### config.mk
export PLATFORM = sky130hd
export DESIGN_NAME = cpu_out_port
export DESIGN_NICKNAME = d
export VERILOG_FILES = /design/src/rtl/cpu_out_port.sv
export SDC_FILE = /design/constraint.sdc
export NUM_CORES = 1
export LEC_CHECK = 0
export CORE_UTILIZATION = 52
export CTS_CLUSTER_DIAMETER = 60
export CTS_CLUSTER_SIZE = 30
export DETAILED_ROUTE_END_ITERATION = 6
export PLACE_DENSITY = 0.77
export SLEW_MARGIN = 10
export SYNTH_ARGS = -nofsm -noshare
export SYNTH_HDL_FRONTEND = slang
export SYNTH_SLANG_ARGS = --single-unit
### constraint.sdc
create_clock -name clk -period 2.8 [get_ports clk]
set_input_delay 0.28 -clock clk [delete_from_list [all_inputs] [get_ports clk]]
set_output_delay 0.28 -clock clk [all_outputs]
set_load 0.005 [all_outputs]
### src/rtl/cpu_out_port.sv
// cpu_out_port: CPU write-strobe FIFO drained over valid/ready, with full/count/sticky overflow status.
// Define CPU_OUT_PORT_PARITY_EN to store an even-parity bit per word and present it on out_parity.
module cpu_out_port #(
   parameter int DATA_W = 8,
   parameter int DEPTH  = 4,
   parameter int PTR_W  = 2
) (
   input  logic              clk,
   input  logic              reset,
   input  logic              we,
   input  logic [DATA_W-1:0] wdata,
   output logic              full,
   output logic [PTR_W:0]    count,
   output logic              overflow,
   output logic              out_valid,
   output logic [DATA_W-1:0] out_data,
`ifdef CPU_OUT_PORT_PARITY_EN
   output logic              out_parity,
`endif
   input  logic              out_ready
);
`ifdef CPU_OUT_PORT_PARITY_EN
   localparam int W = DATA_W + 1;
   logic [W-1:0] wword;
   assign wword = {^wdata, wdata};
`else
   localparam int W = DATA_W;
   logic [W-1:0] wword;
   assign wword = wdata;
`endif
   logic [W-1:0]       mem [DEPTH];
   logic [PTR_W-1:0]   wr_ptr, rd_ptr;
   logic               push, pop;
   logic [W-1:0]       head;
   // Status flags come only from the registered count, never from we/out_ready.
   assign full      = count == (PTR_W+1)'(DEPTH);
   assign out_valid = count != '0;
   assign pop       = out_valid & out_ready;
   assign push      = we & (~full | pop);
   assign head      = out_valid ? mem[rd_ptr] : '0;
   assign out_data  = head[DATA_W-1:0];
`ifdef CPU_OUT_PORT_PARITY_EN
   assign out_parity = head[DATA_W];
`endif
   always_ff @(posedge clk or negedge reset)
      if (!reset) begin
         wr_ptr   <= '0;
         rd_ptr   <= '0;
         count    <= '0;
         overflow <= 1'b0;
      end else begin
         if (push) wr_ptr <= wr_ptr + 1'b1;
         if (pop) rd_ptr <= rd_ptr + 1'b1;
         count <= count + (PTR_W+1)'(push) - (PTR_W+1)'(pop);
         if (we & ~push) overflow <= 1'b1;
      end
   always_ff @(posedge clk)
      if (push) mem[wr_ptr] <= wword;
endmodule

==> impl_metrics.csv <==
group,metric,value,unit
run_status,status,"finished clean",
setup_path,critPathTopFamily,"buffers and inverters",
yosys,synth.distinct_cells,19,
setup_path,cp_slowest_cell,"dfrtp_1",
yosys,synth.avg_cell_area,19.0,sq um
setup_path,required,2520,ps
placed_design,port_buffers,25,
route,top_layer,"met4",
sta,maxSlewViolCount,0,
setup_path,crit_type,"reg -> out",
global_routing,grt-ovfl-total,0,
sta,fin_crit_sh,89.9,%
cts,cts_root_buf,"clkbuf_4",
route,avgRoutedWirePerCell,15.7,um
setup_path,crit_start,"rd_ptr[0]",
sta,finalSetupViolCount,0,
layout,nNetsFinal,137,
die,fp.coreArea,0.00305,sq mm
route,avgViaCountPerCell,4.98,
setup_path,path_cells,"buf_4, mux4_2, and2_1, clkdlybuf4s50_1",
cts,clk_latency,350,ps
setup_path,r2r-start,"count[1]",
route,drt_wl_total,2570,um
cts,clock_path_buffers,2,
sta,slew_headroom,70.9,%
layout,fin_cells,164,
global_routing,grt_pass1_wl,4070,um
setup_path,reg2reg_depth,7,
sta,worstMarginPinSlew,437,ps
job,maxCapViolations,0,
route,routed-wl-met3,91,um
pwr,leakage,0.728,nW
yosys,syn_inst,89,
sta,fin_skew,6.56,ps
global_routing,antenna_found_initial,0,
yosys,syn_area,0.00169,sq mm
route,dr.first_iter.drc_count,14,
sta,clock.fmax,0.397,GHz
layout,diodes,0,
worst_hold_path,min_path_type,"in -> async",
pwr,p_per_area,1000,mW/mm^2
route,drt_first_pass_iters,3,
cts,cts_max_level,2,
yosys,ys_seq_area_share,68.8,%
placed_design,dp.cells,156,
cts,clk_pin_slew,110,ps
layout,fillerInstances,239,
global_routing,grt_pass1_vias,825,
global_routing,grt_max_degree,13,
setup_path,start_kind,"register",
setup_path,cpPeakStageDelay,550,ps
setup_path,r2r-end,"count[1]",
route,ant_nets,0,
die,start_util,55.2,%
die,io_pins,26,
sta,rsz0062_at_grt,"false",
setup_path,critical_path_arrival,2240,ps
setup_path,cp-end-kind,"output port",
route,drc,0,
setup_path,path_buf_inv,2,
sta,fin_crit,2520,ps
cts,hold_buffers,0,
yosys,yosysWarnings,0,
cts,cts_buffers,5,
placed_design,gp_congestion,0.692,
layout,syn_to_final_growth,20.5,%
layout,drive_gt1_share,20.8,%
yosys,synth_fp_nets,107,
cts,postCtsResizedCells,0,
sta,report.final.hold_viol_count,0,
die,die-area,0.00348,sq mm
placed_design,dpl.hpwl,1830,um
yosys,synth_seq_cells,40,
setup_path,path_max_fanout,6,
setup_path,r2r_slack,570,ps
cts,cts_sinks,40,
route,vias,817,
pwr,ir_worst_vdd,0.481,mV
global_routing,grt_use_total,17.5,%
die,fp-row-count,20,
route,wl_met2,1340,um
sta,setup_tns,0,ps
die,fp.dieH,59.0,um
cts,post-cts-setup-buffers,0,
die,fp.dieW,59.0,um
route,wl_met1,1090,um
cts,cts_tree,"yes",
==> where the power goes <==
group	internal, W	leakage [nW]	switching [W]
clock	0.000120	0.0380	0.000180
sequential	0.000806	0.385	0.000125
combinational	0.000524	0.305	0.000285
total	0.00145	0.728	0.000590
==> cell families (layout without fill, tap and decap cells) <==
family / count (synthesis) / count (layout) / synth area share (%)
simple gates: 17 / 17 / 7.42
buf+inv: 9 / 40 / 2.97
flops: 40 / 40 / 68.8
mux: 10 / 10 / 12.2
compound gates: 2 / 2 / 1.04
xor+xnor: 5 / 5 / 2.60
fa+ha+maj: 6 / 6 / 4.90
==> state kept, by name, summed over array words and instances (netlist names) <==
| signal | cells |
|---|---|
| mem | 32 |
| count | 3 |
| rd_ptr | 2 |
| wr_ptr | 2 |
| overflow | 1 |
==> routing by layer <==
| layer | vias up | global-route usage [%] |
|---|---|---|
| met5 | - | 0 |
| met4 | 0 | 8.16 |
| met3 | 5 | 5.93 |
| met2 | 15 | 28.9 |
| met1 | 410 | 20.8 |
| li1 | 387 | - |
==> per-stage QoR <==
stage | util [%] | hold WS, ps | area, sq um | setup slack (ps) | total power, W
3_5_place_dp | 64.6 | 465 | 1970 | 438 | 0.00177
3_3_place_gp | 64.6 | 467 | 1970 | 503 | 0.00174
2_1_floorplan | - | -15.6 | 1690 | 786 | 0.00140
6_report | 66.6 | 191 | 2030 | 282 | 0.00204
5_1_grt | 66.6 | 224 | 2030 | 196 | 0.00215
4_1_cts | 66.6 | 192 | 2030 | 232 | 0.00207
==> cells in the mapped netlist <==
master     n  area, sq um
nand2_2    1         6.26
nor2_1     1         3.75
clkbuf_2   1         5.00
dfrtp_1    8          200
or3_4      1         11.3
nor3b_4    1         18.8
mux2_2     1         11.3
inv_1      6         22.5
ha_1       5         62.6
edfxtp_1  32          961
a21oi_2    1         8.76
mux2_4     1         15.0
mux4_2     8          180
fa_1       1         20.0
and2_1    12         75.1
nand3_2    1         10.0
a31o_2     1         8.76
buf_6      2         22.5
xnor2_1    5         43.8
==> placed cells by master, fill, tap and decap left out, drive strengths merged, types with 2 or more instances in the layout <==
cell	n
clkdlybuf4s50	25
and2	12
mux2	2
inv	6
edfxtp	32
ha	5
mux4	8
clkbuf	6
xnor2	5
dfrtp	8
clkinv	2
==> final cells by class <==
cell class	count	area, sq um	share of cell area (%)
clock inverters	2	10.0	0.492
multi-input cells	40	475	23.4
well taps	44	55.1	2.71
repair buffers	26	258	12.7
flip-flops and latches	40	1160	57.1
inverters	6	22.5	1.11
clock buffers	6	51.3	2.52
==> how the worst max path moves through the flow <==
| stage | to | slack, ps | cells after the start |
|---|---|---|---|
| finish | out_data[2] | 280 | 4 |
| global route | out_data[0] | 200 | 4 |
| CTS | out_data[2] | 230 | 4 |
| detailed placement | count[2] | 440 | 9 |
| global placement | count[2] | 500 | 9 |
| floorplan | count[2] | 790 | 8 |
Note: power is estimated with default switching activity, not from simulation.
